**config.mk**
```make
export PLATFORM = sky130hd
export DESIGN_NAME = seg_scan_driver
export DESIGN_NICKNAME = d
export VERILOG_FILES = /design/src/rtl/seg_pkg.sv /design/src/rtl/milli_prescaler.sv /design/src/rtl/seg_scan_driver.sv
export SDC_FILE = /design/constraint.sdc
export NUM_CORES = 1
export LEC_CHECK = 0
export CAP_MARGIN = 20
export CORE_MARGIN = 5
export CORE_UTILIZATION = 55
export CTS_BUF_LIST = sky130_fd_sc_hd__clkbuf_4
export DETAILED_ROUTE_END_ITERATION = 16
export GPL_ROUTABILITY_DRIVEN = 0
export MAX_ROUTING_LAYER = met4
export PLACE_DENSITY = 0.86
export REMOVE_ABC_BUFFERS = 1
export SLEW_MARGIN = 25
export SYNTH_ARGS = -nofsm -noshare
export SYNTH_HDL_FRONTEND = slang
export SYNTH_SLANG_ARGS = --single-unit
```
**constraint.sdc**
```tcl
create_clock -name clk -period 2.2 [get_ports clk]
set_input_delay 0.33 -clock clk [delete_from_list [all_inputs] [get_ports clk]]
set_output_delay 0.33 -clock clk [all_outputs]
set_load 0.01 [all_outputs]
```
**src/rtl/seg_pkg.sv**
```systemverilog
// Purpose: shared constants and hex-to-7-segment decode for the display scanner.
// Contents: SEG_OFF (dark pattern), SEG_TABLE (16 x 7 hex glyphs), seg_decode().
// Segment order is {g,f,e,d,c,b,a}, active-high (raw, before any inversion).
package seg_pkg;

  localparam logic [6:0] SEG_OFF = 7'h00;

  // Entry n holds the glyph for nibble n; listed from F down to 0.
  localparam logic [15:0][6:0] SEG_TABLE = {
    7'h71, 7'h79, 7'h5E, 7'h39, 7'h7C, 7'h77, 7'h6F, 7'h7F,
    7'h07, 7'h7D, 7'h6D, 7'h66, 7'h4F, 7'h5B, 7'h06, 7'h3F
  };

  function automatic logic [6:0] seg_decode(input logic [3:0] nibble);
    return SEG_TABLE[nibble];
  endfunction

endpackage

```
**src/rtl/milli_prescaler.sv**
```systemverilog
// Purpose: divides clk down to a one-cycle millisecond pulse using a run-time divisor.
// Ports:
//   clk, rst_n        clock, asynchronous active-low reset
//   ticks_per_milli   clk cycles per millisecond; 0 or 1 gives a pulse every cycle
//   milli_tick        registered pulse, high the cycle after count reaches divisor-1
module milli_prescaler #(
  parameter int unsigned TICK_W = 16
) (
  input  logic              clk,
  input  logic              rst_n,
  input  logic [TICK_W-1:0] ticks_per_milli,
  output logic              milli_tick
);

  logic [TICK_W-1:0] count_q, count_d;
  logic              tick_q, tick_d;

  // Wrap on >= so a divisor lowered below the running count recovers next cycle.
  always_comb begin
    count_d = count_q + TICK_W'(1);
    tick_d  = 1'b0;
    if ((ticks_per_milli <= TICK_W'(1)) ||
        (count_q >= ticks_per_milli - TICK_W'(1))) begin
      count_d = '0;
      tick_d  = 1'b1;
    end
  end

  always_ff @(posedge clk or negedge rst_n) begin
    if (!rst_n) begin
      count_q <= '0;
      tick_q  <= 1'b0;
    end else begin
      count_q <= count_d;
      tick_q  <= tick_d;
    end
  end

  assign milli_tick = tick_q;

endmodule

```
**src/rtl/seg_scan_driver.sv**
```systemverilog
// Purpose: multiplexed DIGITS-digit 7-segment scanner with hex decode, leading-zero
// blanking, PWM brightness, frame-coherent value updates and anti-ghosting gaps.
// Ports:
//   clk, rst_n        clock, asynchronous active-low reset
//   ticks_per_milli   run-time prescaler divisor (clk cycles per ms)
//   enable            0 = dark, scan parked on digit 0
//   value/load        hex nibbles (digit 0 in [3:0]) and 1-cycle capture strobe
//   blank_lz          blank leading zero digits (never digit 0)
//   brightness        PWM duty, all-ones = always on
//   segments_invert   1 = active-low segment pins
//   segments          {g,f,e,d,c,b,a}, registered
//   digit_sel         one-hot active-high digit enable, registered
//   milli_tick        registered millisecond pulse
module seg_scan_driver
  import seg_pkg::*;
#(
  parameter int unsigned DIGITS   = 2,
  parameter int unsigned TICK_W   = 16,
  parameter int unsigned HOLD_MS  = 2,
  parameter int unsigned PWM_BITS = 3
) (
  input  logic                  clk,
  input  logic                  rst_n,
  input  logic [TICK_W-1:0]     ticks_per_milli,
  input  logic                  enable,
  input  logic [4*DIGITS-1:0]   value,
  input  logic                  load,
  input  logic                  blank_lz,
  input  logic [PWM_BITS-1:0]   brightness,
  input  logic                  segments_invert,
  output logic [6:0]            segments,
  output logic [DIGITS-1:0]     digit_sel,
  output logic                  milli_tick
);

  localparam int unsigned IDX_W = (DIGITS > 1) ? $clog2(DIGITS) : 1;
  localparam int unsigned MS_W  = (HOLD_MS > 1) ? $clog2(HOLD_MS) : 1;
  localparam int unsigned VAL_W = 4 * DIGITS;
  localparam logic [IDX_W-1:0] IDX_LAST = IDX_W'(DIGITS - 1);
  localparam logic [MS_W-1:0]  MS_LAST  = MS_W'(HOLD_MS - 1);

  logic [IDX_W-1:0]    idx_q, idx_d;
  logic [MS_W-1:0]     ms_q, ms_d;
  logic [VAL_W-1:0]    pending_q, pending_d;
  logic [VAL_W-1:0]    display_q, display_d;
  logic [PWM_BITS-1:0] pwm_q, pwm_d;
  logic [6:0]          segments_q, segments_d;
  logic [DIGITS-1:0]   digit_sel_q, digit_sel_d;

  logic       frame_end_c;
  logic [3:0] nibble_c;
  logic       all_zero_c;
  logic       blanked_c;
  logic       lit_c;
  logic [6:0] seg_raw_c;

  milli_prescaler #(.TICK_W(TICK_W)) u_prescaler (
    .clk             (clk),
    .rst_n           (rst_n),
    .ticks_per_milli (ticks_per_milli),
    .milli_tick      (milli_tick)
  );

  // Digit scan: HOLD_MS milliseconds per digit, frame ends when the last digit wraps.
  always_comb begin
    ms_d        = ms_q;
    idx_d       = idx_q;
    frame_end_c = 1'b0;
    if (!enable) begin
      ms_d  = '0;
      idx_d = '0;
    end else if (milli_tick) begin
      if (ms_q == MS_LAST) begin
        ms_d = '0;
        if (idx_q == IDX_LAST) begin
          idx_d       = '0;
          frame_end_c = 1'b1;
        end else begin
          idx_d = idx_q + IDX_W'(1);
        end
      end else begin
        ms_d = ms_q + MS_W'(1);
      end
    end
  end

  // Value path: pending takes loads, display only changes between frames (or while dark).
  always_comb begin
    pending_d = load ? value : pending_q;
    display_d = (!enable || frame_end_c) ? pending_q : display_q;
    pwm_d     = pwm_q + PWM_BITS'(1);
  end

  // Current nibble and leading-zero status of the selected digit.
  always_comb begin
    nibble_c   = 4'h0;
    all_zero_c = 1'b1;
    blanked_c  = 1'b0;
    for (int k = 0; k < int'(DIGITS); k++) begin
      if (idx_q == IDX_W'(k)) nibble_c = display_q[4*k +: 4];
    end
    for (int k = int'(DIGITS) - 1; k > 0; k--) begin
      all_zero_c = all_zero_c && (display_q[4*k +: 4] == 4'h0);
      if (idx_q == IDX_W'(k)) blanked_c = all_zero_c;
    end
  end

  // Pin drive: dark while disabled or during the cycle the digit index moves.
  always_comb begin
    lit_c       = (pwm_q < brightness) || (&brightness);
    seg_raw_c   = SEG_OFF;
    digit_sel_d = '0;
    if (enable && (idx_d == idx_q) && lit_c) begin
      digit_sel_d = DIGITS'(1) << idx_q;
      if (!(blank_lz && blanked_c)) seg_raw_c = seg_decode(nibble_c);
    end
    segments_d = seg_raw_c ^ {7{segments_invert}};
  end

  always_ff @(posedge clk or negedge rst_n) begin
    if (!rst_n) begin
      idx_q       <= '0;
      ms_q        <= '0;
      pending_q   <= '0;
      display_q   <= '0;
      pwm_q       <= '0;
      segments_q  <= SEG_OFF;
      digit_sel_q <= '0;
    end else begin
      idx_q       <= idx_d;
      ms_q        <= ms_d;
      pending_q   <= pending_d;
      display_q   <= display_d;
      pwm_q       <= pwm_d;
      segments_q  <= segments_d;
      digit_sel_q <= digit_sel_d;
    end
  end

  assign segments  = segments_q;
  assign digit_sel = digit_sel_q;

endmodule

```
Yosys cells after proc, flatten, opt, wreduce, memory -nomap -nowiden. Memories as Yosys holds them, arrays and structs flattened. Index checks and enable logic that the tools add are counted.

Flip-flop bits (word level): 47. Memory bits (read-only): 112. Input bits: 33. Output and inout bits: 10. Logic and storage cells: 51. Memories: 1.

Memory list: (no name shown) (depth 16, bits a word 7, read ports 1, clocked after memory_dff 0, wr ports 0, line seg_pkg.sv:15) `return SEG_TABLE[nibble];`.

Add/sub/neg operators: 5. Magnitude comparators: 4. Equality and inequality tests: 2. Shifts and indexed selects: 1. Multiplexer cells: 19. Bitwise logic cells: 1. Reductions and logical operators: 9.

Operators by type and width (number): 7-bit two-way mux (3); 16-bit by 1-bit adder with 16-bit output, second input constant (1); 16-bit >= comparator (1); 16-bit by 1-bit less-or-equal comparator with 1-bit output, second input constant (1); 16-bit two-way mux (1); 16-bit by 1-bit subtractor with 16-bit output, second input constant (1); 1-bit two-way mux (13); 7-bit XOR (1); 4-bit by 5-bit < comparator with 1-bit output, second input constant (1); 4-bit logical NOT (1); 4-bit two-way mux (1); 3-bit by 1-bit adder with 3-bit output, second input constant (1); 1-bit logical AND (3); 1-bit logical OR (3); 3-bit < comparator (1); 3-bit AND reduction (1); 1-bit adder, second input constant (2); 2-bit two-way mux (1); 2-bit by 1-bit inequality test with 1-bit output, second input constant (1); 1-bit by 1-bit left shift with 2-bit output, first input constant (1); 1-bit equality test (1); 1-bit logical NOT (1).

Depth between registers and ports, before layout.
Word-level depth: 10. Depth in mapped cells: 13.

Hierarchy. Synthesis repeated with hierarchy kept, for this count alone.

Cell total of the unflattened synthesis: 282. Area, all modules: 2981.6 µm².

By module, submodules not included: seg_scan_driver (instances 1, cells an instance 124, area each 1570.3 µm²); milli_prescaler (instances 1, cells an instance 158, area each 1411.4 µm²).

Worst setup path after synthesis. No wires, ideal clock.

Kind: input port to flip-flop. From: in ticks_per_milli[2]. To: reg u_prescaler.count_q[10]. Setup time: 0.071 ns. Data arrival time: 2.976 ns. Data required time: 2.129 ns. Path slack: -0.848 ns. Cell stages on the path: 12. Buffers on the path: 1. Cell sequence: or4_4 -> nor4_4 -> nand2_2 -> nor4_2 -> xnor2_1 -> ha_1 -> a21o_1 -> a21o_1 -> a221oi_1 -> nand4_2 -> buf_6 -> nor2_1.

Word-level cells in the longest chain between the ends: 4. Elaborated cells between the ends (all ways): 5. Classes of those cells: add/sub (1); order compare (2); mux (1); reduce/logical (1).

Ends and longest elaborated chain: from (decl) (line seg_scan_driver.sv:24) `input logic [TICK_W-1:0] ticks_per_milli,`; 16-bit by 1-bit subtractor with 16-bit output (line milli_prescaler.sv:23) `(count_q >= ticks_per_milli - TICK_W'(1))) begin`; 16-bit >= comparator (line milli_prescaler.sv:23); 1-bit logical OR * (line milli_prescaler.sv:22) `if ((ticks_per_milli <= TICK_W'(1)) ||`; 16-bit two-way mux * (line milli_prescaler.sv:22); net u_prescaler.count_d[10] (line milli_prescaler.sv:15) `logic [TICK_W-1:0] count_q, count_d;`; to (signal assigned) (line milli_prescaler.sv:34) `count_q <= count_d;`; to (decl) (line milli_prescaler.sv:15).

Mark *: on every way through the listed nets, which the timed path passes. The rest lies on a longest branch. A chain may end at the register's enable or synchronous reset.

Final worst setup path.
From: in ticks_per_milli[2]. To: reg u_prescaler.count_q[0].

The elaborated chain is that of the path after synthesis.

==> results.py <==
metrics = {
    "setup_path": {
        "cp.buffers_inverters": 2,
        "crit_path_start_kind": "input pin",
        "slowest_stage": "or4_4",
        "rr_startpoint": "u_prescaler.count_q[1]",
        "crit_type": "input pin to register",
        "critPathArrivalTime_ns": 3.19,
        "end_kind": "register",
        "critPathRequiredTime_ns": 2.52,
        "path_cells": "buf_6 > or4_4 > nor4_4 > nand2_2 > nor4_4 > xnor2_1 > ha_1 > a21o_1 > a21o_1 > a221oi_2 > nand4_4 > buf_6 > nor2_2",
        "r2r_setup_slack_ns": 0.06,
        "ff2ff_path_depth": 7,
        "worstPathMaxFanout": 8,
        "crit_family": "simple AND/OR/NAND/NOR gates",
        "slowest_delay_ns": 0.57,
        "cp.depth": 13,
        "r2r-end": "u_prescaler.count_q[0]",
    },
    "global_route": {
        "grt_max_degree": 48,
        "grt_pass1_wl_um": 12200,
        "grt_pass1_vias": 2622,
        "grt-ovfl-total": 0,
        "track_usage_pct": 22.2,
        "antenna_found_initial": 0,
    },
    "sta": {
        "setup_viol": 17,
        "tightestPinTransition_ns": 0.579,
        "fin_crit_ns": 2.87,
        "fin_tns_setup_ns": -11.13,
        "slew_viol_final": 0,
        "rsz0062_at_grt": "true",
        "final_hold_viol_count": 0,
        "fmax_ghz": 0.349,
        "maxSlewHeadroom_pct": 61.4,
        "clock_skew_ns": 0.0158,
        "fin_crit_sh_pct": 130,
        "fin_ws_ns": -0.668,
    },
    "synth": {
        "synth-async-reset-ratio_pct": 100,
        "syn_area_um2": 2920,
        "synth_cell_types": 43,
        "synth_cells": 286,
        "seq_area_frac_synth_pct": 40.3,
        "synth-main-ff-cell": "dfrtp_1",
        "ys_ff_latch": 47,
        "avgSynthCellArea_um2": 10.2,
        "yosys_warnings": 0,
        "synth-edff-count": 0,
    },
    "detailed_routing": {
        "antenna_left": 0,
        "via_count": 2403,
        "wirelength_um": 7190,
        "drc": 0,
        "wl_per_cell_um": 16.4,
        "initialDrtViolationCount": 128,
        "drt_pass1_iterations": 4,
        "vias_per_cell": 5.50,
    },
    "clocking": {
        "clkLatencyLatePin_ns": 0.37,
        "cts_root_buf": "clkbuf_4",
        "ctsHoldBuffers": 0,
        "cts.sinks": 47,
        "htreeDepth": 2,
        "clk_pin_slew_ns": 0.15,
        "clockBufferDepth": 2,
        "cts_made_buffers": 5,
        "cts_tree": "built",
    },
    "place": {
        "hpwlAfterDp_um": 4830,
        "numPortBuffers": 42,
    },
    "layout": {
        "syn2layout_area_growth_pct": 33.6,
        "final_common_cell": "dfrtp_1",
        "diodes": 0,
        "layout_common_cells": "47 x dfrtp_1, 35 x clkdlybuf4s50_1, 34 x buf_4",
        "nFillCells": 322,
        "multiInputGateArea_um2": 1810,
        "drive_gt1_share_pct": 26.7,
        "nets": 428,
        "register_area_um2": 1180,
    },
    "status": {
        "violations": "setup timing",
        "outcome": "finished, violations left",
    },
    "min_path": {
        "worstHoldPathType": "input pin to async pin",
    },
    "power": {
        "power_leakage_nw": 1.76,
        "ir_worst_vdd_mv": 0.573,
        "finalPower_w": 0.00226,
        "power_density_nw_per_um2": 580,
    },
    "die": {
        "num_io_pins": 43,
        "fp.dieArea_um2": 6870,
        "fp.dieH_um": 82.9,
        "rows": 26,
        "die_w_um": 82.9,
        "initial_core_util_pct": 56.8,
        "core-area_um2": 5140,
    },
    "flow_run": {
        "max_cap_violations": 0,
    },
}
## flip-flops by register name, indices dropped and copies added (netlist names)
register	count
digit_sel	2
display_q	8
idx_q	1
ms_q	1
pending_q	8
pwm_q	3
segments	7
u_prescaler.count_q	16
u_prescaler.milli_tick	1
## power breakdown
part	leakage, nW	internal (W)	switching [W]
Combinational	1.15	0.000391	0.000353
Clock	0.0288	0.000123	0.000289
Sequential	0.587	0.000985	0.000124
Total	1.76	0.00150	0.000765
## through the flow
stage / instance area, µm² / hold WS [ns] / std cells / setup WS, ns / utilization (%)
finish: 3900 / 0.0215 / 437 / -0.668 / 75.9
CTS: 3870 / 0.0380 / 438 / -0.585 / 75.4
detailed placement: 3630 / 0.444 / 423 / -1.34 / 70.6
global placement: 3630 / 0.432 / 423 / -1.19 / 70.6
floorplan: 2890 / 0.0344 / 279 / -0.834 / -
global route: 3900 / 0.0603 / 437 / -0.771 / 75.9
## cells by family (layout without fill, tap and decap cells)
group                    after synthesis  in the layout  synth area share [%]
AO/OA/AOI/OAI                         33             33                  7.28
flip-flops                            47             47                  40.3
AND/OR/NAND/NOR                       94             94                  16.8
XOR/XNOR                              38             38                  11.4
multiplexers                          23             23                  8.70
buffers and inverters                 22            103                  3.13
adder cells (fa/ha/maj)               29             29                  12.4
## synthesized netlist by cell type (all sizes together), types with 4 or more instances
| library cell | instances | area [µm²] |
|---|---|---|
| dfrtp | 47 | 1180 |
| nor2 | 32 | 120 |
| ha | 29 | 363 |
| xor2 | 26 | 228 |
| mux2 | 19 | 214 |
| nand2 | 17 | 66.3 |
| inv | 15 | 56.3 |
| nand3 | 12 | 60.1 |
| xnor2 | 12 | 105 |
| a21oi | 10 | 50.1 |
| o21ai | 7 | 35.0 |
| and3 | 5 | 31.3 |
| nand4 | 5 | 37.5 |
| a211oi | 4 | 30.0 |
| clkbuf | 4 | 15.0 |
| mux2i | 4 | 40.0 |
| nor2b | 4 | 25.0 |
| nor3 | 4 | 20.0 |
| nor4 | 4 | 46.3 |
## final cells by class
class                   instances  share of cell area, %
flip-flops and latches         47                   30.1
multi-input cells             217                   46.4
clock inverters                 3                  0.513
repair buffers                 80                   18.3
inverters                      15                   1.44
clock buffers                   5                  0.962
well taps                      70                   2.25
## timing repair
| action | 4_1_cts | 5_1_grt |
|---|---|---|
| gates resized for setup | 47 | 21 |
| setup buffers | 5 | 2 |
| endpoints found under the setup margin | 17 | 24 |
| pin swaps | 25 | 15 |
| gates cloned | 2 | 0 |
| hold endpoints to repair | 0 | 0 |
## routing by layer
| layer | part of all wire [%] | GRT usage [%] | vias up | wire length [µm] |
|---|---|---|---|---|
| li1 | - | - | 1164 | - |
| met1 | 42 | 25.2 | 1149 | 2990 |
| met2 | 52 | 38.3 | 67 | 3710 |
| met3 | 4.3 | 4.16 | 23 | 311 |
| met4 | 2.5 | 9.36 | 0 | 180 |
| met5 | 0 | - | - | 0 |
## worst max path at each step
stage	from	endpoint	slack, ns
after floorplan	ticks_per_milli[2]	u_prescaler.count_q[10]	-0.83
after global placement	ticks_per_milli[2]	u_prescaler.count_q[14]	-1.19
after detailed placement	ticks_per_milli[2]	u_prescaler.count_q[9]	-1.34
after CTS	ticks_per_milli[5]	u_prescaler.count_q[12]	-0.58
after global routing	ticks_per_milli[2]	u_prescaler.count_q[12]	-0.77
final	ticks_per_milli[2]	u_prescaler.count_q[0]	-0.67
No activity file was read; power rests on OpenSTA's default activity.
